### config.mk
export PLATFORM = sky130hd
export DESIGN_NAME = ov7670_sccb_config_flat
export DESIGN_NICKNAME = d
export VERILOG_FILES = /design/src/rtl/ov7670_sccb_config_if.sv /design/src/rtl/ov7670_sccb_config.sv /design/src/flat_wrapper.sv
export SDC_FILE = /design/constraint.sdc
export NUM_CORES = 1
export LEC_CHECK = 0
export CAP_MARGIN = 20
export CORE_MARGIN = 3
export CORE_UTILIZATION = 50
export CTS_CLUSTER_SIZE = 14
export DETAILED_ROUTE_END_ITERATION = 10
export MAX_ROUTING_LAYER = met4
export PLACE_DENSITY = 0.76
export SETUP_SLACK_MARGIN = 0.15
export SYNTH_ARGS = -nofsm -noshare
export SYNTH_HDL_FRONTEND = slang
export SYNTH_SLANG_ARGS = --single-unit
### constraint.sdc
create_clock -name Clock -period 2.1 [get_ports Clock]
set_input_delay 0.21 -clock Clock [delete_from_list [all_inputs] [get_ports Clock]]
set_output_delay 0.21 -clock Clock [all_outputs]
set_load 0.03 [all_outputs]
### src/rtl/ov7670_sccb_config_if.sv
`default_nettype none
// ============================================================================
// Module   : ov7670_sccb_config_if
// Brief    : Table-ROM and SCCB pin bundle between the config master and the
//            camera top level (which owns the ROM and the SIO_D tristate).
// Revision : 1.0 - initial release
// ============================================================================
interface ov7670_sccb_config_if;
    logic [7:0]  RomAddr;
    logic [15:0] RomData;
    logic        SIO_C;
    logic        SIO_D_OUT;
    logic        SIO_D_OE;

    modport master (
        output RomAddr,
        input  RomData,
        output SIO_C,
        output SIO_D_OUT,
        output SIO_D_OE
    );

    modport slave (
        input  RomAddr,
        output RomData,
        input  SIO_C,
        input  SIO_D_OUT,
        input  SIO_D_OE
    );
endinterface
`default_nettype wire

### src/rtl/ov7670_sccb_config.sv
`default_nettype none
// ============================================================================
// Module   : ov7670_sccb_config
// Brief    : SCCB write master that walks a {register,value} table after reset
//            and programs the OV7670, honouring delay and end markers.
// Revision : 1.0 - initial release
// ============================================================================
module ov7670_sccb_config #(
    parameter int         QUARTER      = 125,
    parameter int         DELAY_CYCLES = 50000,
    parameter logic [7:0] DEV_ID       = 8'h42
) (
    input  wire logic                  Clock,
    input  wire logic                  NotReset,
    input  wire logic                  Start,
    ov7670_sccb_config_if.master       bus,
    output logic                       Busy,
    output logic                       Done,
    output logic [7:0]                 WriteCount
);

    typedef enum logic [2:0] {
        S_IDLE  = 3'd0,
        S_FETCH = 3'd1,
        S_START = 3'd2,
        S_BITS  = 3'd3,
        S_STOP  = 3'd4,
        S_GAP   = 3'd5,
        S_DELAY = 3'd6,
        S_DONE  = 3'd7
    } state_t;

    localparam int              c_QW       = (QUARTER > 1) ? $clog2(QUARTER) : 1;
    localparam int              c_DW       = (DELAY_CYCLES > 1) ? $clog2(DELAY_CYCLES) : 1;
    localparam logic [c_QW-1:0] c_Q_LAST   = c_QW'(QUARTER - 1);
    localparam logic [c_DW-1:0] c_D_LAST   = c_DW'(DELAY_CYCLES - 1);
    localparam logic [4:0]      c_LAST_BIT = 5'd26;

    state_t          r_state;
    state_t          w_state_next;
    logic [c_QW-1:0] r_qcnt;
    logic [1:0]      r_qidx;
    logic [4:0]      r_bit;
    logic [26:0]     r_shift;
    logic [c_DW-1:0] r_dcnt;
    logic [7:0]      r_addr;
    logic [7:0]      r_wcount;
    logic            r_busy;

    logic w_qtick;
    logic w_phase_end;
    logic w_in_frame;
    logic w_dc_bit;
    logic w_gap_end;
    logic w_delay_end;
    logic w_restart;
    logic w_sio_c;
    logic w_sio_d;
    logic w_sio_oe;

    assign w_qtick     = (r_qcnt == c_Q_LAST);
    assign w_phase_end = w_qtick && (r_qidx == 2'd3);
    assign w_in_frame  = (r_state == S_START) || (r_state == S_BITS) ||
                         (r_state == S_STOP)  || (r_state == S_GAP);
    // Ninth bit of each byte phase is the released don't-care slot.
    assign w_dc_bit    = (r_bit == 5'd8) || (r_bit == 5'd17) || (r_bit == 5'd26);
    assign w_gap_end   = (r_state == S_GAP) && w_phase_end;
    assign w_delay_end = (r_state == S_DELAY) && (r_dcnt == c_D_LAST);
    assign w_restart   = ((r_state == S_IDLE) || (r_state == S_DONE)) && Start;

    always_ff @(posedge Clock or negedge NotReset) begin
        if (!NotReset) begin
            r_state  <= S_FETCH;
            r_qcnt   <= '0;
            r_qidx   <= '0;
            r_bit    <= '0;
            r_shift  <= '1;
            r_dcnt   <= '0;
            r_addr   <= '0;
            r_wcount <= '0;
            r_busy   <= 1'b0;
        end else begin
            r_state <= w_state_next;
            r_busy  <= (w_state_next != S_IDLE) && (w_state_next != S_DONE);

            if (w_in_frame) begin
                if (w_qtick) begin
                    r_qcnt <= '0;
                    r_qidx <= r_qidx + 2'd1;
                end else begin
                    r_qcnt <= r_qcnt + 1'b1;
                end
            end else begin
                r_qcnt <= '0;
                r_qidx <= '0;
            end

            if (r_state == S_FETCH) begin
                r_bit   <= '0;
                r_shift <= {DEV_ID, 1'b1, bus.RomData[15:8], 1'b1, bus.RomData[7:0], 1'b1};
            end else if ((r_state == S_BITS) && w_phase_end) begin
                r_bit   <= r_bit + 5'd1;
                r_shift <= {r_shift[25:0], 1'b1};
            end

            r_dcnt <= (r_state == S_DELAY) ? r_dcnt + 1'b1 : '0;

            if (w_restart) begin
                r_addr   <= '0;
                r_wcount <= '0;
            end else begin
                if (w_delay_end || (w_gap_end && (r_addr != 8'hFF)))
                    r_addr <= r_addr + 8'd1;
                if (w_gap_end && (r_wcount != 8'hFF))
                    r_wcount <= r_wcount + 8'd1;
            end
        end
    end

    always_comb begin
        w_state_next = r_state;
        w_sio_c      = 1'b1;
        w_sio_d      = 1'b1;
        w_sio_oe     = 1'b0;
        case (r_state)
            S_IDLE, S_DONE: begin
                if (Start)
                    w_state_next = S_FETCH;
            end
            S_FETCH: begin
                if (bus.RomData == 16'hFFFF)
                    w_state_next = S_DONE;
                else if (bus.RomData == 16'hFFF0)
                    w_state_next = S_DELAY;
                else
                    w_state_next = S_START;
            end
            S_START: begin
                w_sio_oe = 1'b1;
                w_sio_c  = (r_qidx != 2'd3);
                w_sio_d  = (r_qidx == 2'd0);
                if (w_phase_end)
                    w_state_next = S_BITS;
            end
            S_BITS: begin
                // Clock low for q0/q1, high for q2/q3; data moves only at q0.
                w_sio_c  = r_qidx[1];
                w_sio_d  = r_shift[26];
                w_sio_oe = !w_dc_bit;
                if (w_phase_end && (r_bit == c_LAST_BIT))
                    w_state_next = S_STOP;
            end
            S_STOP: begin
                w_sio_oe = 1'b1;
                w_sio_c  = (r_qidx != 2'd0);
                w_sio_d  = r_qidx[1];
                if (w_phase_end)
                    w_state_next = S_GAP;
            end
            S_GAP: begin
                if (w_phase_end)
                    w_state_next = (r_addr == 8'hFF) ? S_DONE : S_FETCH;
            end
            S_DELAY: begin
                if (w_delay_end)
                    w_state_next = S_FETCH;
            end
            default: w_state_next = S_FETCH;
        endcase
    end

    assign bus.RomAddr   = r_addr;
    assign bus.SIO_C     = w_sio_c;
    assign bus.SIO_D_OUT = w_sio_d;
    assign bus.SIO_D_OE  = w_sio_oe;
    assign Busy          = r_busy;
    assign Done          = (r_state == S_DONE);
    assign WriteCount    = r_wcount;

endmodule
`default_nettype wire

### src/flat_wrapper.sv
// flat-port wrapper written by rule: the top's interface ports become plain ports
module ov7670_sccb_config_flat 
#(
    parameter int         QUARTER      = 125,
    parameter int         DELAY_CYCLES = 50000,
    parameter logic [7:0] DEV_ID       = 8'h42
)
  (Clock, NotReset, Start, Busy, Done, WriteCount, bus_RomAddr, bus_RomData, bus_SIO_C, bus_SIO_D_OUT, bus_SIO_D_OE);
  ov7670_sccb_config_if bus_i ();
  input  wire logic Clock;
  input  wire logic NotReset;
  input  wire logic Start;
  output logic Busy;
  output logic Done;
  output logic [7:0] WriteCount;
  output wire logic [$bits(bus_i.RomAddr)-1:0] bus_RomAddr;
  input wire logic [$bits(bus_i.RomData)-1:0] bus_RomData;
  output wire logic [$bits(bus_i.SIO_C)-1:0] bus_SIO_C;
  output wire logic [$bits(bus_i.SIO_D_OUT)-1:0] bus_SIO_D_OUT;
  output wire logic [$bits(bus_i.SIO_D_OE)-1:0] bus_SIO_D_OE;
  assign bus_RomAddr = bus_i.RomAddr;
  assign bus_i.RomData = bus_RomData;
  assign bus_SIO_C = bus_i.SIO_C;
  assign bus_SIO_D_OUT = bus_i.SIO_D_OUT;
  assign bus_SIO_D_OE = bus_i.SIO_D_OE;
  ov7670_sccb_config #(.QUARTER(QUARTER), .DELAY_CYCLES(DELAY_CYCLES), .DEV_ID(DEV_ID)) u_core (.Clock(Clock), .NotReset(NotReset), .Start(Start), .bus(bus_i), .Busy(Busy), .Done(Done), .WriteCount(WriteCount));
endmodule
==> results of run 1 <==
[critical path, cell delays in order (launching register included)]
cell     delay (ns)
dfrtp_1        0.41
inv_1          0.07
ha_2           0.18
nand4_4        0.15
or4_4          0.50
a31oi_4        0.28
nand4_1        0.16
xor2_1         0.18
nor2_2         0.05
[sequential cells by signal (all words and copies together), names as in the netlist]
signal	cells
u_core.WriteCount	8
u_core.r_dcnt	16
u_core.r_qcnt	7
u_core.bus.RomAddr	8
u_core.Busy	1
u_core.r_bit	5
u_core.r_shift	26
u_core.r_state	3
u_core.r_qidx	2
[layout make-up]
class,instances,area [um^2]
fill,559,2450
sequential,76,1940
multi-input combinational,294,1900
timing repair buffer,76,704
clock buffer,11,141
tap,99,124
clock inverter,5,61.3
inverter,11,41.3
[per-stage QoR]
step | total power [mW] | util, % | std cells | instance area (um^2) | hold slack, ns
after floorplan | 2.90 | - | 395 | 3870 | -0.0856
after global placement | 3.32 | 60.8 | 537 | 4480 | 0.166
after detailed placement | 3.36 | 60.8 | 537 | 4480 | 0.166
after CTS | 4.53 | 65.6 | 566 | 4830 | 0.355
after global routing | 4.89 | 66.7 | 572 | 4910 | 0.379
final | 4.61 | 66.7 | 572 | 4910 | 0.344
[repair_timing]
action | CTS | global route
pin swaps | 6 | 11
buffers inserted | 12 | 6
endpoints found under the hold margin | 24 | 0
hold buffers | 1 | 0
setup endpoints to repair | 35 | 48
resized for setup | 16 | 17
[worst paths after layout]
check,startpoint,to,slack (ns),depth (start not counted)
max in group asynchronous,NotReset,u_core.r_shift[8],1.12,3
hold reg to reg,u_core.r_shift[2],u_core.r_shift[2],0.46,2
min in group Clock,bus_RomData[0],u_core.r_shift[1],0.43,3
hold / removal,NotReset,u_core.r_qcnt[2],0.34,2
setup / recovery,u_core.r_qcnt[1],u_core.WriteCount[6],0.02,8
setup reg to reg,u_core.r_qcnt[1],u_core.WriteCount[6],0.02,8
[cell usage after synthesis (2+ instances only)]
master,n
or4_4,2
nor4bb_1,2
nand4_1,18
xor2_1,24
inv_1,10
buf_2,4
nand4b_1,2
mux2i_1,4
a31oi_1,3
nor3_1,5
dfrtp_1,49
or2_1,3
o21ai_1,2
and3_1,9
dfstp_2,27
nand2_1,61
nor2_2,4
a21oi_1,5
or3_1,2
nor3_2,2
mux2_2,2
ha_1,11
clkbuf_1,9
o22ai_1,2
and4_1,2
o21ai_0,14
xnor2_1,12
a22oi_1,16
nand3_1,12
nor2_1,52
nor2b_1,3
[routing by layer]
layer | global-route usage (%) | up-vias | wire length, um
li1 | - | 1508 | -
met1 | 27.9 | 1533 | 3840
met2 | 30.1 | 56 | 4140
met3 | 3.45 | 14 | 275
met4 | 6.86 | 0 | 122
met5 | - | - | 0
[where the power goes]
| part | internal, mW | switching [mW] | leakage, nW |
|---|---|---|---|
| registers | 1.82 | 0.192 | 0.955 |
| logic | 0.617 | 0.834 | 1.03 |
| clock network | 0.584 | 0.558 | 0.0918 |
[cell families (layout without fill, tap and decap cells)]
family / Yosys count / count (layout) / synth area share, %
multiplexers: 6 / 6 / 1.62
buffers and inverters: 25 / 103 / 2.56
AO/OA/AOI/OAI: 53 / 53 / 9.80
flip-flops: 76 / 76 / 50.2
AND/OR/NAND/NOR: 188 / 188 / 24.1
adder cells (fa/ha/maj): 11 / 11 / 3.57
XOR/XNOR: 36 / 36 / 8.17
==> results by group, run 1 <==
Setup path
  – Worst Path Class, Setup: flop to flop
  – Critical Path Fanout Max: 8
  – Worst EP required: 2.33 ns
  – Worst Setup End Kind: flop
  – CP Launch Type: flop
  – Crit path arrival time: 2.31 ns

Pwr
  – Worst IR Drop VDD: 0.547 mV
  – P_leak: 2.08 nW
  – Power per standard cell area: 938 nW/um^2

Timing
  – Worst clock skew: 0.0114 ns
  – Actual slew at the worst max-slew pin: 0.502 ns
  – Final setup viols: 0
  – Fin. Hold Viols: 0
  – Post-layout minimum cycle time: 2.08 ns
  – Total negative slack: 0 ns
  – Final Slew Violations: 0
  – Final WS setup: 0.0159 ns
  – Unrepaired setup endpoints after global routing: true
  – Period utilisation layout: 99.2%
  – Maximum clock rate: 480 MHz
  – Slew HR: 66.5%

Global route
  – Grt total ovfl: 0
  – Vias in the first global route: 2959
  – Initial antenna violation count: 0
  – Total GRT Usage: 20.1%
  – Largest net degree at the start of global routing: 48
  – First-pass GRT wire length: 13700 um

Cells and area
  – ANT cells: 0
  – Area Overhead vs Synth: 27.4%
  – Nets: 498
  – Most common cell after layout, fill and taps aside: nand2_1
  – Layout cell share with drive strength beyond 1: 24.7%
  – Most frequent cells in the layout: 60 x nand2_1, 50 x nor2_1, 47 x dfrtp_1

Synth
  – Largest area contributor in the netlist: dfrtp_1
  – Post-Synthesis Cells: 395
  – Ys Warns: 0
  – Yosys top cell area share: 31.8%
  – Syn avg cell area: 9.77 um^2
  – Synth top area cells: dfrtp_1 32%, dfstp_2 18%, nand2_1 5.9%, xor2_1 5.4%, nor2_1 5.1%
  – Net Count, Synth: 425
  – FF+latch count, synth: 76
  – Synth unique cells: 53
  – Number of synthesized flops with an enable pin: 0
  – Cell Area, Synth: 3860 um^2
  – Most used DFF post-synth: dfrtp_1
  – Async set or reset register ratio after synthesis: 100%
  – Sequential area share after synthesis: 50.2%

Placement
  – HPWL Detailed: 5610 um
  – I/O Buffers: 39
  – DP Worst Slack: -0.00727 ns
  – Routability congestion estimate: 0.861

Floorplan
  – Row cnt: 31
  – Io pins: 40
  – Initial core utilization: 52.3%
  – Core box area: 7370 um^2
  – Die ar.: 8810 um^2
  – Vert. Die Dim: 93.8 um
  – Die X: 93.8 um

Run status
  – Run status: finished clean

Route
  – Initial drt markers: 166
  – DRT Pass-1 Iters: 4
  – Wirelength per Cell: 14.6 um
  – Vias per cell: 5.44
  – DRC violations left: 0
  – Final wirelength: 8370 um
  – Antenna viol nets, final: 0
  – Vias: 3111

Worst hold path
  – Worst Hold Class: input pin to async pin

CTS
  – H-tree depth: 3
  – Clk_lat worst skew: 0.34 ns
  – Reg clk slew, reported paths: 0.08 ns
  – CTS Buffer Depth: 2
  – CTS Buf Count: 9
  – TritonCTS clock tree: done
  – Clock Sinks: 76
  – Root buffer cell: clkbuf_8

Job
  – Max-cap violation count: 0
Note: power is estimated with default switching activity, not from simulation.
==> inputs of run 2 (changes only) <==
TNS_END_PERCENT = 5   (was default)
==> results by group, run 2 (synthesis gave the netlist of run 1 again) <==
Route
  – DRC violations left: 0
  – Met3 wire len: 231 um
  – Vias: 3121
  – Antenna viol nets, final: 0
  – Wirelength per Cell: 15.0 um
  – Routed length on met1: 3850 um
  – Max layer used: met4
  – DRT Pass-1 Iters: 5
  – Initial drt markers: 193
  – Final wirelength: 8510 um
  – Vias per cell: 5.51
  – Routed wl met2: 4250 um

Setup path
  – Worst Path Class, Setup: flop to primary output
  – Critical Path Source: u_core.r_bit[0]
  – FF-to-FF End: u_core.WriteCount[6]
  – Reg2reg start: u_core.r_qcnt[0]
  – Critical Path Fanout Max: 2
  – Critical path, cell by cell: buf_6 > ha_4 > mux2_4 > nand2_2 > o21ai_2 > a31oi_1 > a21o_1 > buf_6
  – Slowest stage delay, CP: 0.40 ns
  – Reg2Reg Setup Slack: 0.08 ns
  – Crit path arrival time: 1.86 ns
  – Worst R2R Path Depth: 8
  – CP Launch Type: flop
  – Worst Setup End Kind: primary output
  – Worst path most repeated cell: buf_6
  – Worst EP required: 1.89 ns
  – CP max-delay cell: dfrtp_1

Global route
  – Largest net degree at the start of global routing: 60
  – Vias in the first global route: 3040
  – Initial antenna violation count: 0
  – Grt total ovfl: 0
  – Total GRT Usage: 21.0%
  – First-pass GRT wire length: 14300 um

Pwr
  – Combinational cell fraction of total power: 30.9%
  – Net Sw Frac: 33.6%
  – Clock share of power: 26.0%
  – Reg power frac: 43.1%
  – Power per standard cell area: 969 nW/um^2
  – P_sw: 1.59 mW
  – Pint: 3.14 mW
  – P_leak: 2.06 nW
  – Worst IR Drop VDD: 0.563 mV

Timing
  – Unrepaired setup endpoints after global routing: true
  – Actual slew at the worst max-slew pin: 0.746 ns
  – Post-layout minimum cycle time: 2.07 ns
  – Final setup viols: 0
  – Slew HR: 50.2%
  – Fin. Hold Viols: 0
  – Period utilisation layout: 98.8%
  – Final Slew Violations: 0
  – Worst clock skew: 0.0112 ns
  – Maximum clock rate: 482 MHz

Placement
  – Placed Area: 4460 um^2
  – Dpl cells: 536
  – Routability congestion estimate: 0.827
  – HPWL Detailed: 5800 um
  – I/O Buffers: 39

CTS
  – Clk_lat worst skew: 0.35 ns
  – TritonCTS clock tree: done
  – CTS Buffer Depth: 2
  – H-tree depth: 3
  – CTS Buf Count: 9
  – Clock Sinks: 76
  – Root buffer cell: clkbuf_8
  – Reg clk slew, reported paths: 0.07 ns

Floorplan
  – Initial core utilization: 52.3%
  – Io pins: 40
  – Die X: 93.8 um
  – Vert. Die Dim: 93.8 um
  – Row cnt: 31
  – Core box area: 7370 um^2
  – Die ar.: 8810 um^2

Worst hold path
  – Worst Hold Class: input pin to flop
  – Hold Startpoint: bus_RomData[0]
  – Endpoint, Worst Hold: u_core.r_shift[1]
  – Hold Path Stages: 3

Cells and area
  – # fillers: 580
  – Biggest regs: u_core.r_shift x26, u_core.r_dcnt x16
  – ANT cells: 0
  – Area Overhead vs Synth: 26.5%
  – Max reg flops: 26
  – Layout cell share with drive strength beyond 1: 24.0%
  – Most frequent cells in the layout: 60 x nand2_1, 50 x nor2_1, 46 x dfrtp_1
  – Nets: 492
  – Most flops, register: u_core.r_shift
  – Final Instance Area: 4880 um^2
  – Layout Cells excl Fill: 566
  – Final core utilization: 66.2%
  – Most common cell after layout, fill and taps aside: nand2_1

Job
  – Max-cap violation count: 0

Run status
  – Run status: finished clean
[run 2: cell count changes in the layout (fill, tap and decap cells not counted), moves of 2 or more]
cell / change
inv_1: -2
clkbuf_16: +2
buf_6: -4
clkinvlp_4: -3
buf_4: -2
[run 2: power groups by stage]
stage	combinational [mW]	sequential, mW	clock (mW)
5_1_grt	1.61	2.07	1.31
2_1_floorplan	0.879	2.02	0
6_report	1.46	2.03	1.23
3_3_place_gp	1.29	2.02	0
4_1_cts	1.38	2.03	1.25
3_5_place_dp	1.32	2.04	0
[run 2: layer usage]
layer	global-route usage [%]	vias up
met5	-	-
met4	9.51	0
met3	3.53	15
met2	32.7	53
met1	26.9	1554
li1	-	1499
[run 2: critical path, delay by kind of cell, from the launching register on]
| kind | cells | cell delay (ns) |
|---|---|---|
| adders and majority gates | 1 | 0.14 |
| muxes | 1 | 0.27 |
| and+or+nand+nor | 1 | 0.07 |
| buffers and inverters | 2 | 0.27 |
| DFF | 1 | 0.40 |
| AOI/OAI and AO/OA | 3 | 0.37 |
[run 2: final cells by class]
cell class | count | area (um^2) | area share [%]
Timing Repair Buffer | 70 | 639 | 13.1
Clock buffer | 13 | 181 | 3.72
Clock inverter | 3 | 41.3 | 0.846
Inverter | 11 | 46.3 | 0.949
Multi-Input combinational cell | 294 | 1910 | 39.1
Tap cell | 99 | 124 | 2.54
Sequential cell | 76 | 1940 | 39.8
[run 2: how the worst max path moves through the flow]
| stage | depth (start not counted) | end | slack, ns |
|---|---|---|---|
| final | 8 | bus_SIO_D_OE | 0.03 |
| after global routing | 8 | u_core.WriteCount[6] | -0.05 |
| after CTS | 8 | bus_SIO_D_OE | -0.07 |
| after detailed placement | 8 | u_core.WriteCount[6] | 0.01 |
| after global placement | 8 | u_core.WriteCount[7] | 0.10 |
| after floorplan | 8 | u_core.WriteCount[3] | 0.13 |
[run 2: timing repair]
item                                   CTS  global route
pin swaps                               29            13
setup endpoints to repair               34            51
setup buffers                            0            13
gates resized for setup                 18            20
hold buffers                             1             0
endpoints found under the hold margin   49             0
gates cloned                             0             0
[run 2: per-stage QoR]
step	total power [mW]	hold WS, ns	TNS [ns]	setup slack, ns
2_1_floorplan	2.90	-0.0856	0	0.133
3_3_place_gp	3.31	0.330	0	0.101
3_5_place_dp	3.36	0.329	0	0.0125
4_1_cts	4.66	0.408	-0.0664	-0.0664
5_1_grt	4.99	0.451	-0.144	-0.0465
6_report	4.73	0.426	0	0.0261
